### src/rtl/sag4fun_issue.sv
// Command front-end for the sequential SAG4Fun cores: accepts LDM/SAG/ISAG commands,
// issues them one at a time to the core, applies msk masking and queues results.
module sag4fun_issue #(
  parameter int XLEN = 64
) (
  input  logic            clock_i,
  input  logic            reset_i,
  input  logic            cmd_valid_i,
  output logic            cmd_ready_o,
  input  logic [1:0]      cmd_op_i,
  input  logic            cmd_msk_i,
  input  logic [XLEN-1:0] cmd_data_i,
  output logic            rsp_valid_o,
  input  logic            rsp_ready_i,
  output logic [XLEN-1:0] rsp_data_o,
  output logic            rsp_err_o,
  output logic            core_start_o,
  output logic            core_inv_o,
  output logic            core_msk_o,
  output logic            core_ldm_o,
  output logic [XLEN-1:0] core_din_o,
  input  logic            core_ready_i,
  input  logic [XLEN-1:0] core_dout_i,
  output logic            mask_loaded_o,
  output logic            busy_o
);

  typedef enum logic [1:0] {IDLE, ISSUE, WAIT} state_t;

  localparam logic [1:0] OP_LDM  = 2'b00;
  localparam logic [1:0] OP_SAG  = 2'b01;
  localparam logic [1:0] OP_ISAG = 2'b10;
  localparam logic [1:0] OP_RSV  = 2'b11;

  state_t            state_q, state_d;
  logic [1:0]        op_q;
  logic              msk_q;
  logic [XLEN-1:0]   data_q;
  logic [XLEN-1:0]   mask_q;
  logic              mask_loaded_q;

  logic [XLEN-1:0]   fifo_data_q [2];
  logic              fifo_err_q  [2];
  logic              rd_ptr_q, wr_ptr_q;
  logic [1:0]        count_q, count_d;

  logic              accept, push, pop, push_err, active;
  logic [XLEN-1:0]   push_data;

  assign cmd_ready_o = (state_q == IDLE) && (count_q < 2'd2);
  assign accept      = cmd_valid_i && cmd_ready_o;
  assign busy_o      = (state_q != IDLE);
  assign active      = busy_o;

  // Core controls come straight from the command register and stay put until IDLE.
  assign core_ldm_o  = active && (op_q == OP_LDM);
  assign core_inv_o  = active && (op_q == OP_ISAG);
  assign core_msk_o  = active && msk_q;
  assign core_din_o  = !active ? '0 :
                       ((op_q == OP_SAG) && msk_q) ? (data_q & mask_q) : data_q;

  assign mask_loaded_o = mask_loaded_q;

  always_comb begin
    state_d      = state_q;
    push         = 1'b0;
    push_err     = 1'b0;
    push_data    = '0;
    core_start_o = 1'b0;
    case (state_q)
      IDLE: if (accept) state_d = ISSUE;
      ISSUE: begin
        if ((op_q == OP_RSV) || ((op_q != OP_LDM) && !mask_loaded_q)) begin
          push     = 1'b1;
          push_err = 1'b1;
          state_d  = IDLE;
        end else begin
          core_start_o = 1'b1;
          state_d      = WAIT;
        end
      end
      WAIT: begin
        if (core_ready_i) begin
          state_d = IDLE;
          if (op_q == OP_SAG) begin
            push      = 1'b1;
            push_data = core_dout_i;
          end else if (op_q == OP_ISAG) begin
            push      = 1'b1;
            push_data = msk_q ? (core_dout_i & mask_q) : core_dout_i;
          end
        end
      end
      default: state_d = IDLE;
    endcase
  end

  always_ff @(posedge clock_i or posedge reset_i) begin
    if (reset_i) begin
      state_q       <= IDLE;
      op_q          <= OP_LDM;
      msk_q         <= 1'b0;
      data_q        <= '0;
      mask_q        <= '0;
      mask_loaded_q <= 1'b0;
    end else begin
      state_q <= state_d;
      if (accept) begin
        op_q   <= cmd_op_i;
        msk_q  <= cmd_msk_i;
        data_q <= cmd_data_i;
      end
      if ((state_q == ISSUE) && (op_q == OP_LDM)) begin
        mask_q        <= data_q;
        mask_loaded_q <= 1'b1;
      end
    end
  end

  // Response FIFO: no overflow guard needed, accept is blocked while it is full.
  assign rsp_valid_o = (count_q != 2'd0);
  assign rsp_data_o  = rsp_valid_o ? fifo_data_q[rd_ptr_q] : '0;
  assign rsp_err_o   = rsp_valid_o && fifo_err_q[rd_ptr_q];
  assign pop         = rsp_valid_o && rsp_ready_i;

  always_comb begin
    count_d = count_q;
    case ({push, pop})
      2'b10:   count_d = count_q + 2'd1;
      2'b01:   count_d = count_q - 2'd1;
      default: count_d = count_q;
    endcase
  end

  always_ff @(posedge clock_i or posedge reset_i) begin
    if (reset_i) begin
      for (int i = 0; i < 2; i++) begin
        fifo_data_q[i] <= '0;
        fifo_err_q[i]  <= 1'b0;
      end
      rd_ptr_q <= 1'b0;
      wr_ptr_q <= 1'b0;
      count_q  <= 2'd0;
    end else begin
      if (push) begin
        fifo_data_q[wr_ptr_q] <= push_data;
        fifo_err_q[wr_ptr_q]  <= push_err;
        wr_ptr_q              <= ~wr_ptr_q;
      end
      if (pop) rd_ptr_q <= ~rd_ptr_q;
      count_q <= count_d;
    end
  end

endmodule

### config.mk
export PLATFORM = sky130hd
export DESIGN_NAME = sag4fun_issue
export DESIGN_NICKNAME = d
export VERILOG_FILES = /design/src/rtl/sag4fun_issue.sv
export SDC_FILE = /design/constraint.sdc
export NUM_CORES = 1
export LEC_CHECK = 0
export ABC_AREA = 0
export CAP_MARGIN = 40
export CORE_AREA = 5 5 176 178
export CTS_CLUSTER_DIAMETER = 80
export DETAILED_ROUTE_END_ITERATION = 12
export DIE_AREA = 0 0 181 183
export HOLD_SLACK_MARGIN = 0.05
export PLACE_DENSITY = 0.76
export SKIP_LAST_GASP = 1
export SYNTH_ARGS = -nofsm -noshare
export SYNTH_HDL_FRONTEND = slang
export SYNTH_SLANG_ARGS = --single-unit
### constraint.sdc
create_clock -name clock_i -period 9.5 [get_ports clock_i]
set_input_delay 1.9 -clock clock_i [delete_from_list [all_inputs] [get_ports clock_i]]
set_output_delay 1.9 -clock clock_i [all_outputs]
set_load 0.03 [all_outputs]
# == Yosys cells after proc, flatten, opt, wreduce, memory -nomap -nowiden ==
# Index checks and enable logic that the tools add are counted.
# op_classes
n_addsub,2
magnitude_cmp,4
n_eq_ne,9
muxes,33
n_bitwise,6
reduce_logical,20
# op_table
operator,n
two-way mux 64 bit,12
bitwise AND 64 bit,2
bitwise mux 128 bit,1
demux 64 bit (select 1 bit),1
logical AND 1 bit,11
two-way mux 1 bit,11
equality test 2 bit (second input constant),4
nonzero test 2 bit,4
equality test 2 x 1 -> 1 bit (second input constant),3
two-way mux 2 bit,3
one-hot mux 2 bit (3 select lines),1
greater-or-equal comparator 2 bit (second input constant),2
logical NOT 2 bit,2
inequality test 2 bit (second input constant),2
NOT 1 -> 2 bit,2
one-hot mux 2 bit (2 select lines),1
adder 2 x 1 -> 2 bit (second input constant),1
bitwise mux 2 bit,1
< comparator 2 x 1 -> 1 bit (second input constant),1
< comparator 2 bit (second input constant),1
NOT 1 bit,2
one-hot mux 1 bit (2 select lines),1
AND reduction 2 bit,1
subtractor 2 x 1 -> 2 bit (second input constant),1
other kinds (3),3
# totals
regBits,268
in_bits,136
out_inout_bits,137
word_cells,87

# == Longest topological paths before layout ==
# Gate-level depths: netlist of the first run.
# logic_depth
ltp_word,7
depth_mapped,9
depth_no_buf,9

# == Worst setup path before layout of the first run ==
# No wires, ideal clock.
# synth_path
path_kind,reg2out
from,register state_q[0]
to,output core_din_o[15]
t_arrival_ns,1.627
required_time_ns,7.600
path_slack_ns,5.973
stages_incl_launch_ff,7
n_path_buf,2
cell_sequence,dfrtp_1 -> inv_1 -> ha_1 -> inv_1 -> clkbuf_1 -> buf_1 -> o211a_1
# synth_via
elab_chain_cells,2
# synth_lines
item,line_no,source
from (decl),35,"state_t state_q, state_d;"
from (signal assigned),107,state_q <= state_d;
nonzero test 2 bit,52,assign busy_o = (state_q != IDLE);
two-way mux 64 bit,59,assign core_din_o = !active ? '0 :
to (decl),21,"output logic [XLEN-1:0] core_din_o,"
# No other way between the ends.

# == Final worst setup path of the first run ==
# layout_path
from,register state_q[0]
to,output core_din_o[19]
# Same word-level chain as after synthesis.

==> flow_results.xml, run 1 <==
<?xml version="1.0" encoding="UTF-8"?>
<metrics>
  <group name="timing">
    <metric name="setup_violations" unit="">0</metric>
    <metric name="finalCriticalPeriod" unit="ps">5120</metric>
    <metric name="totalNegativeSetupSlack" unit="ps">0</metric>
    <metric name="timing.hold.ws" unit="ps">486</metric>
    <metric name="timing.final.ws_setup" unit="ps">4380</metric>
    <metric name="timing_max_transition_violations_final" unit="">0</metric>
    <metric name="worstMarginPinSlew" unit="ps">977</metric>
    <metric name="max_freq" unit="GHz">0.195</metric>
    <metric name="slew-limit-headroom" unit="%">34.9</metric>
    <metric name="timing.final.crit_share" unit="%">53.9</metric>
    <metric name="clock_skew" unit="ps">14.9</metric>
    <metric name="rsz0062_at_grt" unit="">false</metric>
    <metric name="hold_viol_final" unit="">0</metric>
  </group>
  <group name="critical_path">
    <metric name="cp_slowest_stage_delay" unit="ps">680</metric>
    <metric name="slack_of_the_worst_reg_to_reg_path" unit="ps">6590</metric>
    <metric name="crit_slowest_cell" unit="">sky130_fd_sc_hd__clkdlybuf4s50_1</metric>
    <metric name="required_time_reported_for_the_critical_path_endpoint" unit="ps">7600</metric>
    <metric name="critical_path.startpoint_type" unit="">register</metric>
    <metric name="worst_setup_path_end_kind" unit="">output port</metric>
    <metric name="arrival" unit="ps">3220</metric>
    <metric name="worstPathCellList" unit="">inv_1, ha_1, inv_2, buf_4, o211a_1, clkdlybuf4s50_1</metric>
    <metric name="path_buf_inv" unit="">4</metric>
    <metric name="kind_of_critical_path" unit="">reg -&gt; out</metric>
    <metric name="crit_family" unit="">buffers and inverters</metric>
    <metric name="critical_path_peak_fanout" unit="">35</metric>
  </group>
  <group name="yosys">
    <metric name="synthesis.instances" unit="">1051</metric>
    <metric name="synth_largest_type_area_fraction" unit="%">49.9</metric>
    <metric name="post_synthesis_sequential_area_ratio" unit="%">49.9</metric>
    <metric name="yosys.area.top_type" unit="">sky130_fd_sc_hd__dfrtp_1</metric>
    <metric name="number_of_warnings_printed_during_yosys_synthesis" unit="">0</metric>
    <metric name="synth_enable_flop_cells" unit="">0</metric>
    <metric name="fraction_of_registers_with_async_set_reset" unit="%">100</metric>
    <metric name="syn_area_per_cell" unit="um^2">12.8</metric>
    <metric name="synth.most_common_cell" unit="">sky130_fd_sc_hd__dfrtp_1</metric>
    <metric name="post_synth_top_cells" unit="">sky130_fd_sc_hd__dfrtp_1 (268), sky130_fd_sc_hd__mux2_2 (190), sky130_fd_sc_hd__nor2_1 (68), sky130_fd_sc_hd__a21oi_1 (66)</metric>
    <metric name="post_synth_num_cell_types" unit="">33</metric>
    <metric name="synth_seq_cells" unit="">268</metric>
    <metric name="synth_nets" unit="">1196</metric>
    <metric name="netlist_area" unit="um^2">13400</metric>
    <metric name="ys_top_cells_by_area" unit="">sky130_fd_sc_hd__dfrtp_1 (50%), sky130_fd_sc_hd__mux2_2 (16%), sky130_fd_sc_hd__mux2_4 (6.7%)</metric>
    <metric name="synth_ff_type" unit="">sky130_fd_sc_hd__dfrtp_1</metric>
  </group>
  <group name="clocking">
    <metric name="clock_latency" unit="ps">560</metric>
    <metric name="post-cts-setup-buffers" unit="">0</metric>
    <metric name="cts_resized" unit="">0</metric>
    <metric name="clkSlewWorstSetupHoldPaths" unit="ps">60</metric>
    <metric name="ctsRootBufferMaster" unit="">sky130_fd_sc_hd__clkbuf_16</metric>
    <metric name="cts.sink_count" unit="">268</metric>
    <metric name="ctsHoldBuffers" unit="">0</metric>
    <metric name="cts_buffers" unit="">31</metric>
    <metric name="cts_max_level" unit="">1</metric>
    <metric name="clock_tree.buffer_depth" unit="">3</metric>
    <metric name="tritoncts" unit="">built</metric>
  </group>
  <group name="finish">
    <metric name="fill_cells" unit="">2316</metric>
    <metric name="antenna_cells_inserted" unit="">0</metric>
    <metric name="regArea" unit="um^2">6710</metric>
    <metric name="final_layout_size_suffix_gt1_share" unit="%">25.8</metric>
    <metric name="final_net_count" unit="">1433</metric>
    <metric name="growth_of_design_area_from_synthesis_to_finish" unit="%">31.2</metric>
    <metric name="layout.cells.non_filler" unit="">1703</metric>
    <metric name="post-route-util" unit="%">60.2</metric>
    <metric name="fin_area" unit="um^2">17600</metric>
    <metric name="multi_input_area" unit="um^2">6290</metric>
  </group>
  <group name="drt">
    <metric name="detail_route.vias_per_cell" unit="">5.37</metric>
    <metric name="drt.antenna.violating_nets" unit="">0</metric>
    <metric name="drc" unit="">0</metric>
    <metric name="via_count" unit="">9144</metric>
    <metric name="drtPass1Iterations" unit="">4</metric>
    <metric name="first_iter_violations" unit="">400</metric>
    <metric name="postRouteWirelength" unit="um">34800</metric>
    <metric name="routed_wire_length_per_instance" unit="um">20.4</metric>
  </group>
  <group name="place">
    <metric name="post_dp_cell_area" unit="um^2">16400</metric>
    <metric name="gp_routability_congestion" unit="">0.759</metric>
    <metric name="place_ws" unit="ps">5000</metric>
    <metric name="numPortBuffers" unit="">272</metric>
    <metric name="place_inst" unit="">1645</metric>
    <metric name="post-dp-hpwl" unit="um">22600</metric>
  </group>
  <group name="global_route">
    <metric name="grt_pass1_wl" unit="um">56800</metric>
    <metric name="grt.overflow.total" unit="">0</metric>
    <metric name="via_count_of_the_first_global_routing_pass" unit="">10100</metric>
    <metric name="antenna_violations_before_repair" unit="">1</metric>
    <metric name="grt_max_degree" unit="">180</metric>
    <metric name="globalRouteTotalUtil" unit="%">20.8</metric>
  </group>
  <group name="job">
    <metric name="drv.max_cap_violation_count" unit="">0</metric>
  </group>
  <group name="floorplan">
    <metric name="die_h" unit="um">183</metric>
    <metric name="die_w" unit="um">181</metric>
    <metric name="rows" unit="">63</metric>
    <metric name="design.portCount" unit="">273</metric>
    <metric name="die_area" unit="um^2">33100</metric>
    <metric name="floorplan.initialDensity" unit="%">45.9</metric>
    <metric name="std_cell_core_area" unit="um^2">29200</metric>
  </group>
  <group name="pwr">
    <metric name="total_power" unit="mW">5.83</metric>
    <metric name="pwr_density_cell" unit="nW/um^2">331</metric>
    <metric name="power.static_leakage" unit="nW">8.32</metric>
    <metric name="peakVddDrop" unit="uV">221</metric>
  </group>
  <group name="status">
    <metric name="run_status" unit="">complete, no violations</metric>
  </group>
  <group name="worst_hold_path">
    <metric name="worstHoldPathType" unit="">reg -&gt; reg</metric>
  </group>
</metrics>
final cells by class:
type                    count  area share (%)
inverters                  12           0.298
clock buffers              35            4.60
flip-flops and latches    268            38.1
multi-input cells         689            35.7
well taps                 390            2.77
clock inverters            23            2.21
repair buffers            286            16.3
layer usage:
layer,wire [um],global-route usage [%]
met5,20,0
met4,903,5.01
met3,1800,4.24
met2,16700,35.2
met1,15300,27.7
sequential cells by signal, indices dropped and copies added, names as in the netlist:
signal,count
fifo_data_q,128
data_q,64
mask_q,64
count_q,2
fifo_err_q,2
op_q,2
state_q,2
mask_loaded_o,1
msk_q,1
rd_ptr_q,1
wr_ptr_q,1
cell families after synthesis:
logic type | synth area share (%)
buffers and inverters | 3.49
XOR/XNOR | 0.326
AND/OR/NAND/NOR | 9.37
AO/OA/AOI/OAI | 7.62
flip-flops | 49.9
multiplexers | 28.4
adder cells (fa/ha/maj) | 0.839
final timing paths:
check,from,cells after the start,to
max reg2reg,op_q[0]$_DFFE_PP0P_,8,fifo_data_q[32]$_DFFE_PP0P_
max in group asynchronous,reset_i,3,rd_ptr_q$_DFFE_PP0P_
min in group asynchronous,reset_i,2,mask_q[3]$_DFFE_PP0P_
min reg2reg,fifo_data_q[77]$_DFFE_PP0P_,1,fifo_data_q[77]$_DFFE_PP0P_
max,state_q[0]$_DFFE_PP0P_,6,core_din_o[19]
min,fifo_data_q[77]$_DFFE_PP0P_,1,fifo_data_q[77]$_DFFE_PP0P_
cell usage in the layout, fill, tap and decap left out, types with 8 or more instances in the layout:
cell                              instances
sky130_fd_sc_hd__bufinv_16               10
sky130_fd_sc_hd__o211a_1                 64
sky130_fd_sc_hd__clkdlybuf4s50_1        272
sky130_fd_sc_hd__mux2_1                  11
sky130_fd_sc_hd__a21oi_1                 66
sky130_fd_sc_hd__buf_4                   11
sky130_fd_sc_hd__mux2_4                  60
sky130_fd_sc_hd__mux2_2                 190
sky130_fd_sc_hd__inv_1                    9
sky130_fd_sc_hd__dfrtp_1                266
sky130_fd_sc_hd__nor2_1                  67
sky130_fd_sc_hd__nand2b_1                65
sky130_fd_sc_hd__clkinvlp_4               8
sky130_fd_sc_hd__mux2i_1                 65
sky130_fd_sc_hd__nor3b_1                 64
sky130_fd_sc_hd__clkbuf_16               31
worst reg2reg max path: cells and delay by family (launching register included):
kind | cells | cell delay (ps)
multiplexers | 1 | 410
AO/OA/AOI/OAI | 2 | 380
AND/OR/NAND/NOR | 1 | 70
buffers and inverters | 3 | 1270
adder cells (fa/ha/maj) | 1 | 250
flip-flops | 1 | 420
report_power, final:
group	total, mW	switching (mW)	internal, mW	leakage (nW)
Sequential	1.84	0.316	1.52	3.45
Clock	1.38	0.498	0.885	0.561
Combinational	2.61	1.40	1.21	4.30
Note: power is estimated with default switching activity, not from simulation.
==> inputs of run 2 (changes only) <==
- clock period: 9.5 -> 4.35 ns (I/O delays scaled with it)
==> flow_results.xml, run 2 (synthesis gave the netlist of run 1 again) <==
<?xml version="1.0" encoding="UTF-8"?>
<metrics>
  <group name="pwr">
    <metric name="peakVddDrop" unit="uV">391</metric>
    <metric name="power.static_leakage" unit="nW">8.31</metric>
    <metric name="pwr_density_cell" unit="nW/um^2">701</metric>
  </group>
  <group name="clocking">
    <metric name="clock_latency" unit="ps">550</metric>
    <metric name="ctsHoldBuffers" unit="">0</metric>
    <metric name="post-cts-setup-buffers" unit="">0</metric>
    <metric name="ctsRootBufferMaster" unit="">sky130_fd_sc_hd__clkbuf_16</metric>
    <metric name="tritoncts" unit="">built</metric>
    <metric name="clkSlewWorstSetupHoldPaths" unit="ps">60</metric>
    <metric name="cts.sink_count" unit="">268</metric>
    <metric name="cts_resized" unit="">0</metric>
    <metric name="cts_max_level" unit="">1</metric>
    <metric name="cts_buffers" unit="">31</metric>
    <metric name="clock_tree.buffer_depth" unit="">3</metric>
  </group>
  <group name="place">
    <metric name="gp_routability_congestion" unit="">0.781</metric>
    <metric name="numPortBuffers" unit="">272</metric>
    <metric name="place_ws" unit="ps">925</metric>
    <metric name="post-dp-hpwl" unit="um">22900</metric>
  </group>
  <group name="job">
    <metric name="drv.max_cap_violation_count" unit="">0</metric>
  </group>
  <group name="critical_path">
    <metric name="reg2reg_from" unit="">state_q[0]$_DFFE_PP0P_</metric>
    <metric name="worst_setup_path_end_kind" unit="">output port</metric>
    <metric name="kind_of_critical_path" unit="">reg -&gt; out</metric>
    <metric name="required_time_reported_for_the_critical_path_endpoint" unit="ps">3480</metric>
    <metric name="arrival" unit="ps">3140</metric>
    <metric name="critical_path_peak_fanout" unit="">37</metric>
    <metric name="timing.reg2reg.worst_path_depth" unit="">7</metric>
    <metric name="worstReg2RegEnd" unit="">data_q[21]$_DFFE_PP0P_</metric>
    <metric name="slack_of_the_worst_reg_to_reg_path" unit="ps">1540</metric>
    <metric name="critical_path.startpoint_type" unit="">register</metric>
  </group>
  <group name="floorplan">
    <metric name="design.portCount" unit="">273</metric>
    <metric name="floorplan.initialDensity" unit="%">45.9</metric>
    <metric name="std_cell_core_area" unit="um^2">29200</metric>
    <metric name="die_h" unit="um">183</metric>
    <metric name="die_w" unit="um">181</metric>
    <metric name="die_area" unit="um^2">33100</metric>
    <metric name="rows" unit="">63</metric>
  </group>
  <group name="global_route">
    <metric name="globalRouteTotalUtil" unit="%">21.2</metric>
    <metric name="grt.overflow.total" unit="">0</metric>
    <metric name="antenna_violations_before_repair" unit="">3</metric>
    <metric name="via_count_of_the_first_global_routing_pass" unit="">9954</metric>
    <metric name="grt_pass1_wl" unit="um">57100</metric>
    <metric name="grt_max_degree" unit="">72</metric>
  </group>
  <group name="drt">
    <metric name="drt.antenna.violating_nets" unit="">0</metric>
    <metric name="detail_route.vias_per_cell" unit="">5.43</metric>
    <metric name="via_count" unit="">9270</metric>
    <metric name="first_iter_violations" unit="">460</metric>
    <metric name="drtPass1Iterations" unit="">5</metric>
    <metric name="postRouteWirelength" unit="um">35500</metric>
    <metric name="drc" unit="">0</metric>
    <metric name="routed_wire_length_per_instance" unit="um">20.8</metric>
  </group>
  <group name="status">
    <metric name="run_status" unit="">complete, no violations</metric>
  </group>
  <group name="finish">
    <metric name="largest_reg_flops" unit="">128</metric>
    <metric name="post-route-util" unit="%">59.9</metric>
    <metric name="top_flop_regs" unit="">fifo_data_q x128, data_q x64, mask_q x64</metric>
    <metric name="final_net_count" unit="">1442</metric>
    <metric name="top_register" unit="">fifo_data_q</metric>
    <metric name="growth_of_design_area_from_synthesis_to_finish" unit="%">30.5</metric>
    <metric name="layout_commonest_cell" unit="">sky130_fd_sc_hd__clkdlybuf4s50_1</metric>
    <metric name="final_layout_size_suffix_gt1_share" unit="%">25.7</metric>
    <metric name="layout.cells.most_common_list" unit="">sky130_fd_sc_hd__clkdlybuf4s50_1 (272), sky130_fd_sc_hd__dfrtp_1 (266), sky130_fd_sc_hd__mux2_2 (190)</metric>
  </group>
  <group name="timing">
    <metric name="rsz0062_at_grt" unit="">false</metric>
    <metric name="finalCriticalPeriod" unit="ps">4010</metric>
    <metric name="max_freq" unit="GHz">0.249</metric>
    <metric name="timing.final.crit_share" unit="%">92.3</metric>
    <metric name="slew-limit-headroom" unit="%">41.6</metric>
    <metric name="timing_max_transition_violations_final" unit="">0</metric>
    <metric name="timing.final.ws_setup" unit="ps">336</metric>
    <metric name="clock_skew" unit="ps">18.2</metric>
    <metric name="hold_viol_final" unit="">0</metric>
    <metric name="worstMarginPinSlew" unit="ps">876</metric>
    <metric name="setup_violations" unit="">0</metric>
  </group>
  <group name="worst_hold_path">
    <metric name="hold_path_depth" unit="">1</metric>
    <metric name="hold-path-endpoint" unit="">fifo_data_q[120]$_DFFE_PP0P_</metric>
    <metric name="worstHoldPathType" unit="">reg -&gt; reg</metric>
    <metric name="min-delay-start" unit="">fifo_data_q[120]$_DFFE_PP0P_</metric>
  </group>
</metrics>
==> run 2: cell count changes in the layout (fill, tap and decap cells not counted), moves of 3 or more <==
| cell | before | now |
|---|---|---|
| sky130_fd_sc_hd__clkbuf_1 | 2 | 7 |
| sky130_fd_sc_hd__clkinv_2 | 4 | 9 |
| sky130_fd_sc_hd__buf_12 | 1 | 7 |
| sky130_fd_sc_hd__clkinvlp_4 | 8 | 1 |
| sky130_fd_sc_hd__bufinv_16 | 10 | 2 |
| sky130_fd_sc_hd__buf_4 | 11 | 14 |
==> run 2: per-stage QoR <==
step                hold WS [ps]  total power, mW  setup TNS (ps)  std cells  cell area [um^2]
finish                       489             12.3               0       1708             17500
global route                 502             13.0               0       1708             17500
CTS                          494             12.4               0       1707             17500
detailed placement           480             9.84               0       1654             16600
global placement             473             9.69               0       1651             16500
floorplan                    464             7.82          -15940       1051             13400
==> run 2: worst max-delay path by stage <==
stage	start	to	slack [ps]	depth (start not counted)
final	state_q[0]$_DFFE_PP0P_	core_din_o[37]	340	6
after CTS	state_q[0]$_DFFE_PP0P_	core_din_o[37]	300	6
after detailed placement	state_q[0]$_DFFE_PP0P_	core_din_o[35]	930	6
after global routing	state_q[0]$_DFFE_PP0P_	core_din_o[31]	220	6
after floorplan	reset_i	count_q[0]$_DFFE_PP0P_	-60	1
after global placement	state_q[0]$_DFFE_PP0P_	core_din_o[15]	1030	6
==> run 2: cell type report <==
| class | instances | area, um^2 |
|---|---|---|
| antenna | 1 | 2.50 |
| clock buffer | 41 | 843 |
| clock inverter | 12 | 114 |
| fill | 2320 | 11700 |
| inverter | 12 | 48.8 |
| multi-input combinational | 689 | 6290 |
| sequential | 268 | 6710 |
| tap | 390 | 488 |
| timing repair buffer | 295 | 3020 |
==> run 2: critical path, cell delays in order, from the launching register on <==
cell                              delay, ps
sky130_fd_sc_hd__dfrtp_1                370
sky130_fd_sc_hd__inv_1                   90
sky130_fd_sc_hd__ha_1                   250
sky130_fd_sc_hd__inv_2                  630
sky130_fd_sc_hd__buf_4                  370
sky130_fd_sc_hd__o211a_1                200
sky130_fd_sc_hd__clkdlybuf4s50_1        670
==> run 2: report_power, final <==
group	leakage (nW)	internal [mW]	switching [mW]	total, mW
combinational	4.38	2.68	3.13	5.82
clock	0.479	1.46	1.01	2.48
sequential	3.45	3.33	0.664	3.99
total	8.31	7.47	4.81	12.3
==> run 2: metal layers <==
metal  vias up  GRT usage, %  routed length, um
li1       4220             -                  -
met3        67          5.22               2220
met1      4710          28.2              15400
met5         -             0                 27
met4         4          6.00               1070
met2       269          34.8              16800
==> inputs of run 3 (changes only) <==
- CORE_AREA: 5 5 176 178 -> 5 5 164 166
- CTS_BUF_LIST: default -> sky130_fd_sc_hd__clkbuf_4 sky130_fd_sc_hd__clkbuf_8
- DIE_AREA: 0 0 181 183 -> 0 0 169 171
- PLACE_DENSITY: 0.76 -> 0.83
- clock period: 4.35 -> 3.8 ns (I/O delays scaled with it)
==> flow_results.xml, run 3 (synthesis gave the netlist of run 1 again) <==
<?xml version="1.0" encoding="UTF-8"?>
<metrics>
  <group name="floorplan">
    <metric name="die_area" unit="um^2">28900</metric>
    <metric name="design.portCount" unit="">273</metric>
    <metric name="floorplan.initialDensity" unit="%">52.7</metric>
    <metric name="die_w" unit="um">169</metric>
    <metric name="rows" unit="">59</metric>
    <metric name="std_cell_core_area" unit="um^2">25500</metric>
    <metric name="die_h" unit="um">171</metric>
  </group>
  <group name="critical_path">
    <metric name="kind_of_critical_path" unit="">reg -&gt; out</metric>
    <metric name="critical_path_peak_fanout" unit="">37</metric>
    <metric name="arrival" unit="ps">2890</metric>
    <metric name="required_time_reported_for_the_critical_path_endpoint" unit="ps">3040</metric>
    <metric name="worst_setup_path_end_kind" unit="">output port</metric>
    <metric name="critical_path.startpoint_type" unit="">register</metric>
  </group>
  <group name="finish">
    <metric name="final_layout_size_suffix_gt1_share" unit="%">27.8</metric>
    <metric name="final_net_count" unit="">1457</metric>
    <metric name="multi_input_area" unit="um^2">6290</metric>
    <metric name="layout.cells.most_common_list" unit="">sky130_fd_sc_hd__clkdlybuf4s50_1 (271), sky130_fd_sc_hd__dfrtp_1 (266), sky130_fd_sc_hd__mux2_2 (190)</metric>
    <metric name="fill_cells" unit="">1871</metric>
    <metric name="top_flop_regs" unit="">fifo_data_q x128, data_q x64, mask_q x64</metric>
    <metric name="largest_reg_flops" unit="">128</metric>
    <metric name="regArea" unit="um^2">6710</metric>
    <metric name="layout_commonest_cell" unit="">sky130_fd_sc_hd__clkdlybuf4s50_1</metric>
    <metric name="growth_of_design_area_from_synthesis_to_finish" unit="%">29.5</metric>
    <metric name="top_register" unit="">fifo_data_q</metric>
  </group>
  <group name="clocking">
    <metric name="clock_tree.buffer_depth" unit="">3</metric>
    <metric name="tritoncts" unit="">built</metric>
    <metric name="cts_max_level" unit="">2</metric>
    <metric name="cts.sink_count" unit="">268</metric>
    <metric name="ctsHoldBuffers" unit="">0</metric>
    <metric name="post-cts-setup-buffers" unit="">0</metric>
    <metric name="ctsRootBufferMaster" unit="">sky130_fd_sc_hd__clkbuf_8</metric>
    <metric name="cts_buffers" unit="">47</metric>
    <metric name="cts_resized" unit="">1</metric>
    <metric name="clkSlewWorstSetupHoldPaths" unit="ps">50</metric>
    <metric name="clock_latency" unit="ps">550</metric>
  </group>
  <group name="timing">
    <metric name="max_freq" unit="GHz">0.274</metric>
    <metric name="timing_max_transition_violations_final" unit="">0</metric>
    <metric name="clock_skew" unit="ps">18.5</metric>
    <metric name="worstMarginPinSlew" unit="ps">872</metric>
    <metric name="timing.final.crit_share" unit="%">96.2</metric>
    <metric name="hold_viol_final" unit="">0</metric>
    <metric name="setup_violations" unit="">0</metric>
    <metric name="rsz0062_at_grt" unit="">false</metric>
    <metric name="timing.final.ws_setup" unit="ps">146</metric>
    <metric name="timing.hold.ws" unit="ps">489</metric>
    <metric name="finalCriticalPeriod" unit="ps">3650</metric>
    <metric name="slew-limit-headroom" unit="%">41.9</metric>
  </group>
  <group name="drt">
    <metric name="first_iter_violations" unit="">672</metric>
    <metric name="detail_route.vias_per_cell" unit="">5.56</metric>
    <metric name="postRouteWirelength" unit="um">34600</metric>
    <metric name="drtPass1Iterations" unit="">4</metric>
    <metric name="drc" unit="">0</metric>
    <metric name="routed_wire_length_per_instance" unit="um">20.6</metric>
    <metric name="drt.antenna.violating_nets" unit="">0</metric>
    <metric name="via_count" unit="">9345</metric>
  </group>
  <group name="pwr">
    <metric name="peakVddDrop" unit="uV">504</metric>
    <metric name="power.static_leakage" unit="nW">8.31</metric>
    <metric name="pwr_density_cell" unit="nW/um^2">797</metric>
  </group>
  <group name="global_route">
    <metric name="antenna_violations_before_repair" unit="">2</metric>
    <metric name="grt_pass1_wl" unit="um">55400</metric>
    <metric name="via_count_of_the_first_global_routing_pass" unit="">10200</metric>
    <metric name="grt_max_degree" unit="">143</metric>
    <metric name="grt.overflow.total" unit="">0</metric>
    <metric name="globalRouteTotalUtil" unit="%">23.7</metric>
  </group>
  <group name="place">
    <metric name="numPortBuffers" unit="">272</metric>
    <metric name="post-dp-hpwl" unit="um">22500</metric>
    <metric name="gp_routability_congestion" unit="">0.809</metric>
    <metric name="place_ws" unit="ps">480</metric>
  </group>
  <group name="status">
    <metric name="run_status" unit="">complete, no violations</metric>
  </group>
  <group name="worst_hold_path">
    <metric name="worstHoldPathType" unit="">reg -&gt; reg</metric>
  </group>
  <group name="job">
    <metric name="drv.max_cap_violation_count" unit="">0</metric>
  </group>
</metrics>
==> run 3: changes by cell type in the layout (fill, tap and decap cells not counted), moves of 2 or more <==
| cell | change |
|---|---|
| sky130_fd_sc_hd__clkbuf_1 | -7 |
| sky130_fd_sc_hd__bufinv_16 | -2 |
| sky130_fd_sc_hd__clkbuf_8 | +54 |
| sky130_fd_sc_hd__buf_16 | -2 |
| sky130_fd_sc_hd__clkbuf_4 | +15 |
| sky130_fd_sc_hd__clkbuf_16 | -31 |
| sky130_fd_sc_hd__buf_4 | +2 |
==> run 3: per-layer routing <==
| layer | GRT usage, % | routed length (um) |
|---|---|---|
| met1 | 29.9 | 14200 |
| met2 | 40.6 | 17100 |
| met3 | 6.24 | 2510 |
| met4 | 7.00 | 777 |
| met5 | 0 | 13 |
==> run 3: power by group <==
group	internal (mW)	switching (mW)
combinational	3.07	3.59
clock	1.50	1.16
sequential	3.81	0.729
total	8.38	5.48
==> run 3: worst max-delay path, cell delays in order, from the launching register on <==
cell,delay [ps]
sky130_fd_sc_hd__dfrtp_1,370
sky130_fd_sc_hd__inv_1,90
sky130_fd_sc_hd__ha_1,270
sky130_fd_sc_hd__inv_4,400
sky130_fd_sc_hd__buf_4,340
sky130_fd_sc_hd__o211a_1,190
sky130_fd_sc_hd__clkdlybuf4s50_1,670
==> run 3: area by class of cell <==
cell class	instances	share of cell area [%]
sequential	268	38.6
multi-input combinational	689	36.2
timing repair buffer	294	17.1
clock buffer	72	5.16
tap	335	2.41
inverter	12	0.295
clock inverter	9	0.273
antenna	1	0.0144
==> run 3: worst paths after layout <==
kind	start	end	slack [ps]	cells past startpoint
min reg2reg	fifo_data_q[69]$_DFFE_PP0P_	fifo_data_q[69]$_DFFE_PP0P_	490	1
min in group asynchronous	reset_i	mask_q[0]$_DFFE_PP0P_	530	2
max reg2reg	state_q[0]$_DFFE_PP0P_	data_q[19]$_DFFE_PP0P_	1220	7
max in group asynchronous	reset_i	data_q[31]$_DFFE_PP0P_	2180	3
max	state_q[0]$_DFFE_PP0P_	core_din_o[30]	150	6
min	fifo_data_q[69]$_DFFE_PP0P_	fifo_data_q[69]$_DFFE_PP0P_	490	1
==> run 3: metrics by stage <==
step	TNS [ps]	cell area [um^2]	power (mW)	util, %	cells
6_report	0	17400	13.9	68.3	1680
5_1_grt	0	17400	14.6	68.3	1680
4_1_cts	0	17400	13.9	68.3	1679
3_5_place_dp	0	16400	11.2	64.5	1598
3_3_place_gp	0	16400	11.0	64.4	1596
2_1_floorplan	-133860	13400	8.95	-	1051
